## config.mk

```make
export PLATFORM = sky130hd
export DESIGN_NAME = uart_cmd_wrapper
export DESIGN_NICKNAME = d
export VERILOG_FILES = /design/src/rtl/uart_cmd_wrapper.sv
export SDC_FILE = /design/constraint.sdc
export NUM_CORES = 1
export LEC_CHECK = 0
export CORE_MARGIN = 2
export CORE_UTILIZATION = 51
export CTS_CLUSTER_SIZE = 20
export DETAILED_ROUTE_END_ITERATION = 6
export GPL_ROUTABILITY_DRIVEN = 0
export GPL_TIMING_DRIVEN = 0
export PLACE_DENSITY_LB_ADDON = 0.2
export SLEW_MARGIN = 40
export SYNTH_ARGS = -nofsm -noshare
export SYNTH_HDL_FRONTEND = slang
export SYNTH_SLANG_ARGS = --single-unit
```

## constraint.sdc

```tcl
create_clock -name clk -period 2.31 [get_ports clk]
set_input_delay 0.693 -clock clk [delete_from_list [all_inputs] [get_ports clk]]
set_output_delay 0.693 -clock clk [all_outputs]
set_load 0.02 [all_outputs]
```

## src/rtl/uart_cmd_wrapper.sv

```systemverilog
// uart_cmd_wrapper
// Byte-level front end of the quadcopter command path.
//  - RX side: assembles three UART bytes (command, data high, data low) into
//    a cmd/data frame, raises cmd_rdy and holds it until clr_cmd_rdy.
//    A partial frame that stalls for FRAME_TMO cycles is discarded and
//    reported with a one-cycle frame_err pulse.
//  - TX side: forwards response bytes to the UART transmitter, with a
//    one-entry pending buffer; a response arriving while both the
//    transmitter and the buffer are occupied is dropped (resp_ovf pulse).
// Ports:
//  clk, rst                 clock, synchronous active-high reset
//  rx_rdy, rx_data          byte available from UART RX
//  clr_rx_rdy               one-cycle pulse consuming the rx byte
//  cmd, data, cmd_rdy       last completed frame and its valid flag
//  clr_cmd_rdy              frame acknowledge from command-config block
//  resp, send_resp          response byte and its one-cycle request
//  trmt, tx_data, tx_done   UART TX start pulse, byte, and completion pulse
//  resp_busy                high while a byte is in flight on UART TX
//  frame_err, resp_ovf      one-cycle error pulses
module uart_cmd_wrapper #(
  parameter int FRAME_TMO = 5000,
  parameter int TMO_W     = 13
) (
  input  logic        clk,
  input  logic        rst,
  input  logic        rx_rdy,
  input  logic [7:0]  rx_data,
  output logic        clr_rx_rdy,
  output logic [7:0]  cmd,
  output logic [15:0] data,
  output logic        cmd_rdy,
  input  logic        clr_cmd_rdy,
  input  logic [7:0]  resp,
  input  logic        send_resp,
  output logic        trmt,
  output logic [7:0]  tx_data,
  input  logic        tx_done,
  output logic        resp_busy,
  output logic        frame_err,
  output logic        resp_ovf
);

  typedef enum logic [1:0] {CMD, HI, LO, RDY} rx_state_t;
  typedef enum logic {TX_IDLE, TX_BUSY} tx_state_t;

  localparam logic [TMO_W-1:0] TMO_LAST = TMO_W'(FRAME_TMO - 1);

  // ---------------------------------------------------------------------
  // RX path
  // ---------------------------------------------------------------------
  rx_state_t        rx_state, rx_state_nxt;
  logic [TMO_W-1:0] tmo_cnt, tmo_cnt_nxt;
  logic [7:0]       cmd_sh, cmd_sh_nxt;
  logic [7:0]       hi_sh, hi_sh_nxt;
  logic [7:0]       cmd_nxt;
  logic [15:0]      data_nxt;
  logic             cmd_rdy_nxt;
  logic             clr_rx_rdy_nxt;
  logic             frame_err_nxt;
  logic             accept;

  // A byte is taken only while collecting a frame, and never in the cycle
  // the previous byte is being cleared (rx_rdy may still be high then).
  assign accept = rx_rdy && !clr_rx_rdy && (rx_state != RDY);

  always_comb begin
    rx_state_nxt   = rx_state;
    tmo_cnt_nxt    = tmo_cnt;
    cmd_sh_nxt     = cmd_sh;
    hi_sh_nxt      = hi_sh;
    cmd_nxt        = cmd;
    data_nxt       = data;
    cmd_rdy_nxt    = cmd_rdy;
    clr_rx_rdy_nxt = 1'b0;
    frame_err_nxt  = 1'b0;
    case (rx_state)
      CMD: begin
        tmo_cnt_nxt = '0;
        if (accept) begin
          clr_rx_rdy_nxt = 1'b1;
          cmd_sh_nxt     = rx_data;
          rx_state_nxt   = HI;
        end
      end
      HI, LO: begin
        // An arriving byte takes priority over the timeout expiring.
        if (accept) begin
          clr_rx_rdy_nxt = 1'b1;
          tmo_cnt_nxt    = '0;
          if (rx_state == HI) begin
            hi_sh_nxt    = rx_data;
            rx_state_nxt = LO;
          end else begin
            cmd_nxt      = cmd_sh;
            data_nxt     = {hi_sh, rx_data};
            cmd_rdy_nxt  = 1'b1;
            rx_state_nxt = RDY;
          end
        end else if (tmo_cnt == TMO_LAST) begin
          frame_err_nxt = 1'b1;
          tmo_cnt_nxt   = '0;
          rx_state_nxt  = CMD;
        end else begin
          tmo_cnt_nxt = tmo_cnt + TMO_W'(1);
        end
      end
      RDY: begin
        tmo_cnt_nxt = '0;
        if (clr_cmd_rdy) begin
          cmd_rdy_nxt  = 1'b0;
          rx_state_nxt = CMD;
        end
      end
      default: rx_state_nxt = CMD;
    endcase
  end

  always_ff @(posedge clk) begin
    if (rst) begin
      rx_state   <= CMD;
      tmo_cnt    <= '0;
      cmd_sh     <= '0;
      hi_sh      <= '0;
      cmd        <= '0;
      data       <= '0;
      cmd_rdy    <= 1'b0;
      clr_rx_rdy <= 1'b0;
      frame_err  <= 1'b0;
    end else begin
      rx_state   <= rx_state_nxt;
      tmo_cnt    <= tmo_cnt_nxt;
      cmd_sh     <= cmd_sh_nxt;
      hi_sh      <= hi_sh_nxt;
      cmd        <= cmd_nxt;
      data       <= data_nxt;
      cmd_rdy    <= cmd_rdy_nxt;
      clr_rx_rdy <= clr_rx_rdy_nxt;
      frame_err  <= frame_err_nxt;
    end
  end

  // ---------------------------------------------------------------------
  // TX path
  // ---------------------------------------------------------------------
  tx_state_t  tx_state, tx_state_nxt;
  logic [7:0] tx_data_nxt;
  logic [7:0] pend_byte, pend_byte_nxt;
  logic       pend_vld, pend_vld_nxt;
  logic       trmt_nxt;
  logic       resp_ovf_nxt;

  always_comb begin
    tx_state_nxt  = tx_state;
    tx_data_nxt   = tx_data;
    pend_byte_nxt = pend_byte;
    pend_vld_nxt  = pend_vld;
    trmt_nxt      = 1'b0;
    resp_ovf_nxt  = 1'b0;
    case (tx_state)
      TX_IDLE: begin
        if (send_resp) begin
          tx_data_nxt  = resp;
          trmt_nxt     = 1'b1;
          tx_state_nxt = TX_BUSY;
        end
      end
      TX_BUSY: begin
        if (tx_done) begin
          if (pend_vld) begin
            // Launch the buffered byte; a simultaneous request refills
            // the slot just freed.
            tx_data_nxt = pend_byte;
            trmt_nxt    = 1'b1;
            if (send_resp) begin
              pend_byte_nxt = resp;
            end else begin
              pend_vld_nxt = 1'b0;
            end
          end else if (send_resp) begin
            tx_data_nxt = resp;
            trmt_nxt    = 1'b1;
          end else begin
            tx_state_nxt = TX_IDLE;
          end
        end else if (send_resp) begin
          if (!pend_vld) begin
            pend_byte_nxt = resp;
            pend_vld_nxt  = 1'b1;
          end else begin
            resp_ovf_nxt = 1'b1;
          end
        end
      end
      default: tx_state_nxt = TX_IDLE;
    endcase
  end

  always_ff @(posedge clk) begin
    if (rst) begin
      tx_state  <= TX_IDLE;
      tx_data   <= '0;
      pend_byte <= '0;
      pend_vld  <= 1'b0;
      trmt      <= 1'b0;
      resp_ovf  <= 1'b0;
    end else begin
      tx_state  <= tx_state_nxt;
      tx_data   <= tx_data_nxt;
      pend_byte <= pend_byte_nxt;
      pend_vld  <= pend_vld_nxt;
      trmt      <= trmt_nxt;
      resp_ovf  <= resp_ovf_nxt;
    end
  end

  assign resp_busy = (tx_state == TX_BUSY);

endmodule
```

Word-level counts from Yosys, hierarchy flattened
Index checks and enable logic that the tools add are counted.
{"block": "totals", "input_bits": 22, "reg_bits": 78, "out_inout_bits": 38, "wordCells": 88}
{"block": "classes", "bitwise_logic": 5, "addsub": 1, "eq_ne": 14, "reduce_logical": 19, "n_mux": 34}
{"operator": "2-to-1 mux 8 bit", "count": 8}
{"operator": "2-to-1 mux 13 bit", "count": 2}
{"operator": "case mux 13 bit (2 select lines)", "count": 1}
{"operator": "inequality test 2 bit, second input constant", "count": 8}
{"operator": "case mux 8 bit (2 select lines)", "count": 1}
{"operator": "2-to-1 mux 1 bit", "count": 14}
{"operator": "adder 13 x 1 -> 13 bit, second input constant", "count": 1}
{"operator": "== test 13 bit, second input constant", "count": 1}
{"operator": "AND reduction 3 bit", "count": 3}
{"operator": "2-to-1 mux 2 bit", "count": 4}
{"operator": "case mux 1 bit (2 select lines)", "count": 3}
{"operator": "case mux 2 bit (3 select lines)", "count": 1}
{"operator": "OR reduction 2 bit", "count": 3}
{"operator": "OR reduction 3 bit", "count": 2}
{"operator": "NOT 1 bit", "count": 5}
{"operator": "AND reduction 5 bit", "count": 1}
{"operator": "== test 2 bit, second input constant", "count": 2}
{"operator": "AND reduction 2 bit", "count": 2}
{"operator": "AND reduction 4 bit", "count": 1}
{"operator": "nonzero test 2 bit", "count": 2}
{"operator": "OR reduction 4 bit", "count": 1}
{"operator": "inequality test 3 bit, second input constant", "count": 1}
{"operator": "== test 2 x 1 -> 1 bit, second input constant", "count": 1}
{"operator": "logical AND 1 bit", "count": 2}
{"operator": "other kinds (3)", "count": 3}

Longest topological paths before layout
{"block": "depth", "ltp_word": 5, "mapped_depth": 8, "depth_no_buf": 6}

Worst setup path after synthesis
OpenSTA, ideal clock, no wires.
{"block": "synth_timing", "path_type": "input port to flip-flop", "from": "input rx_rdy", "to": "register hi_sh[7]", "setup_time_ns": 0.128, "required_ns": 2.182, "t_arrival_ns": 1.737, "path_stages": 4, "slack_ns": 0.445, "n_path_buf": 0, "path_cell_list": "nor3b_1 nand3_1 mux2i_1 nor2_1"}
{"block": "synth_via", "elab_chain_cells": 3}
{"element": "start: declaration", "line_no": "26", "source": "input logic rx_rdy,"}
{"element": "logical AND 1 bit (2 in a row)", "line_no": "64", "source": "assign accept = rx_rdy && !clr_rx_rdy && (rx_state != RDY);"}
{"element": "AND reduction 3 bit (no source line)"}
{"element": "end signal: assignment", "line_no": "133", "source": "hi_sh <= hi_sh_nxt;"}
{"element": "end: declaration", "line_no": "54", "source": "logic [7:0] hi_sh, hi_sh_nxt;"}
No other way between the ends.
A chain may end at the register's enable or synchronous reset.

Worst setup path after layout
{"block": "layout_timing", "from": "input tx_done", "to": "register pend_byte[5]"}
{"block": "layout_via", "elab_chain_cells": 2, "word_cells_on_any_way": 5, "cone_classes": "eq/ne: 2; mux: 1; reduce/logical: 2"}
{"element": "start: declaration", "line_no": "37", "source": "input logic tx_done,"}
{"element": "inequality test 2 x 1 -> 1 bit (no source line), or another cell as far along"}
{"element": "AND reduction 5 bit (no source line)"}
{"element": "end signal: assignment", "line_no": "209", "source": "pend_byte <= pend_byte_nxt;"}
{"element": "end: declaration", "line_no": "147", "source": "logic [7:0] pend_byte, pend_byte_nxt;"}
Several ways; a longest one is shown, not always the timed one.

==> impl_metrics.toml <==
[cts]
post-cts-setup-buffers = 0
clkLatencyLatePin_ps = 350
number_of_buffers_created_by_cts = 9
cts.reportedPaths.clkPinSlew_ps = 80
tritoncts = "done"
root_buffer = "sky130_fd_sc_hd__clkbuf_8"
numClockSinks = 78
cts_htree_levels = 3
postCtsHoldBufs = 0
clock_path_buffers = 2

[run]
max-cap-violations = 0

[synth]
synth.distinct_cells = 34
dominantRegCellSynth = "sky130_fd_sc_hd__dfxtp_1"
yosysSeqAreaShare_pct = 51.6
synth_cells = 356
share_of_synthesized_registers_carrying_an_async_set_or_reset_pct = 0
ys_seq_elements = 78
syn-num-nets = 383
count_of_flip_flops_with_a_built_in_enable_after_synthesis = 0
post_synth.cell_area_avg_um2 = 8.50
synthesis.area_um2 = 3030
yosysWarnings = 0

[global_routing]
grt_max_degree = 14
first_global_vias = 2325
grt_remaining_overflow = 0
grt_use_total_pct = 21.1
antenna_found_initial = 0
first_pass_grt_wire_length_mm = 10.6

[hold_path]
hold_depth = 2
whs_endpoint = "data[8]$_SDFFE_PP0P_"
holdCritStartpoint = "data[8]$_SDFFE_PP0P_"
hold_class = "register to register"

[detailed_routing]
drt-wirelength-per-cell_um = 13.1
route.detailed.vias_per_inst = 5.20
routed_wirelength_mm = 6.64
detailedRoute.firstIterationViolations = 109
detail-route-antenna-nets = 0
drc = 0
drt_pre_antenna_iters = 4
routed-via-count = 2624

[sta]
fmax_mhz = 457
finalMaxSlewViolations = 0
fin_worst_skew_ps = 7.22
layout_worst_path_cycle_share_pct = 94.7
final_hold_vios = 0
maxSlewHeadroom_pct = 45.5
rsz0062_at_grt = "no"
layout_setup_ws_ps = 123
worstMarginPinSlew_ps = 814
fin_crit_ps = 2190
report.final.setup_viol = 0

[worst_setup_path]
cpPeakStageDelay_ps = 690
rr_startpoint = "rx_state[0]$_SDFFE_PP0P_"
arrival_ps = 2410
worst_setup_path_start_kind = "input pin"
worstRegToRegCells = 8
critical_path.cell_chain = "clkdlybuf4s50_1, nor2b_1, nor3_2, mux2i_1, nor2_1"
critical_r2r_capture = "data[4]$_SDFFE_PP0P_"
required_time_of_the_worst_setup_path_ps = 2530
ff2ff_setup_slack_ps = 230
timing.critical_path.to_type = "register"
path_max_fanout = 8
worstSetupPathType = "input pin to register"
crit_slowest_cell = "sky130_fd_sc_hd__nor3_2"

[power_and_ir_drop]
p_leak_nw = 1.42
design_power_total_w = 0.00296
total_power_divided_by_cell_area_nw_per_um2 = 754
worst_ir_drop_vdd_mv = 0.553

[floorplan]
fp.dieH_um = 81.0
i_o_pin_count = 60
die_w_um = 81.0
placementRows = 28
initial_utilization_pct = 52.0
core_area_um2 = 5820
die_outline_area_um2 = 6570

[place]
dpl.hpwl_mm = 4.71
placed_cells_incl_taps = 489
port_buffers = 58
placed_area_um2 = 3700
pre_cts_slack_ps = -393

[layout]
synthesis_to_finish_area_growth_pct = 29.8
final_core_util_pct = 67.6
layout-drive-gt1-share_pct = 6.74
fillCellCount = 516
register_area_um2 = 1560
antenna-diode-count = 0
layout.nets = 452
multiInputGateArea_um2 = 1380
final_cells = 505
final_design_area_no_fill_um2 = 3930

[status]
outcome = "finished, final reports clean"
-- cell usage after synthesis (all sizes together), types with 4 or more instances --
cell | instances | area, um^2
a21oi | 37 | 185
nand2 | 79 | 297
o21ai | 4 | 20.0
nor2 | 45 | 169
xnor2 | 9 | 78.8
inv | 8 | 30.0
dfxtp | 78 | 1560
a311oi | 5 | 43.8
nand3 | 13 | 65.1
clkbuf | 14 | 52.6
mux2i | 16 | 160
nor3 | 9 | 50.1
nor2b | 4 | 32.5
ha | 5 | 62.6
nand2b | 4 | 25.0
-- stage by stage --
stage / hold slack (ps) / setup TNS, ps
2_1_floorplan: 430 / 0
3_3_place_gp: 442 / -10420
3_5_place_dp: 449 / -13210
4_1_cts: 459 / 0
5_1_grt: 478 / 0
6_report: 456 / 0
-- placed cells by master (no fill, tap or decap), types with 3 or more instances in the layout --
master                            synthesis  routed
sky130_fd_sc_hd__mux2i_1                 16      16
sky130_fd_sc_hd__clkinvlp_4               0       3
sky130_fd_sc_hd__nor2b_1                  3       3
sky130_fd_sc_hd__o21ai_0                  4       4
sky130_fd_sc_hd__clkdlybuf4s50_1          0      58
sky130_fd_sc_hd__clkbuf_2                 0       3
sky130_fd_sc_hd__ha_1                     5       5
sky130_fd_sc_hd__clkbuf_8                 0      11
sky130_fd_sc_hd__a21oi_1                 37      37
sky130_fd_sc_hd__nand2b_1                 4       4
sky130_fd_sc_hd__inv_1                    8       8
sky130_fd_sc_hd__dfxtp_1                 78      78
sky130_fd_sc_hd__nor3_1                   8       7
sky130_fd_sc_hd__nor2_1                  45      45
sky130_fd_sc_hd__xnor2_1                  9       9
sky130_fd_sc_hd__o221ai_1                 3       3
sky130_fd_sc_hd__nand4_1                  3       3
sky130_fd_sc_hd__nand2_1                 79      79
sky130_fd_sc_hd__clkbuf_1                14      11
sky130_fd_sc_hd__a311oi_1                 5       5
sky130_fd_sc_hd__nand3_1                 13      12
-- cell type report --
class | count | share of cell area, %
Sequential cell | 78 | 39.7
Multi-Input combinational cell | 253 | 35.1
Timing Repair Buffer | 58 | 14.8
Clock buffer | 11 | 3.85
Tap cell | 75 | 2.39
Buffer | 17 | 1.88
Clock inverter | 5 | 1.46
Inverter | 8 | 0.764
-- sequential cells by signal, indices dropped and copies added, names as in the netlist, 2 cells and up --
signal     cells
tmo_cnt       13
cmd_sh         8
pend_byte      8
hi_sh          8
rx_state       2
cmd            8
data          16
tx_data        8
-- how the worst max path moves through the flow --
stage / start / to / slack [ps] / cells past startpoint
floorplan: rx_rdy / hi_sh[7]$_SDFFE_PP0P_ / 450 / 4
global placement: rx_rdy / hi_sh[2]$_SDFFE_PP0P_ / -300 / 5
detailed placement: rx_rdy / data[4]$_SDFFE_PP0P_ / -390 / 6
CTS: rx_rdy / hi_sh[0]$_SDFFE_PP0P_ / 20 / 5
global route: rx_state[0]$_SDFFE_PP0P_ / cmd[3]$_SDFFE_PP0P_ / 4 / 7
finish: tx_done / pend_byte[5]$_SDFFE_PP0P_ / 120 / 5
-- layer usage --
metal	up-vias	routed length [um]	GRT usage [%]
met3	13	272	5.00
met5	-	0	0
li1	1333	-	-
met2	68	3250	33.7
met1	1210	2980	27.2
met4	0	132	8.98
-- critical path: cells and delay by family --
family / cells / cell delay (ps)
mux: 1 / 290
simple gates: 3 / 950
buf+inv: 1 / 480
-- report_power, final --
part | internal [W] | switching [W] | total [W] | leakage, nW
clock | 0.000556 | 0.000486 | 0.00104 | 0.0976
sequential | 0.00141 | 0.0000434 | 0.00146 | 0.634
combinational | 0.000189 | 0.000277 | 0.000466 | 0.688
total | 0.00216 | 0.000806 | 0.00296 | 1.42
-- kinds of logic (layout without fill, tap and decap cells) --
family	after synthesis	in the layout	synth area share (%)
flip-flops	78	78	51.6
buffers and inverters	25	99	3.31
XOR/XNOR	11	11	3.18
AND/OR/NAND/NOR	168	168	24.4
adder cells (fa/ha/maj)	5	5	2.07
multiplexers	16	16	5.29
AO/OA/AOI/OAI	53	53	10.1
-- timing repair --
action	4_1_cts	5_1_grt
setup endpoints to repair	8	25
pin swaps	0	0
gates resized for setup	1	8
Note: power is estimated with default switching activity, not from simulation.
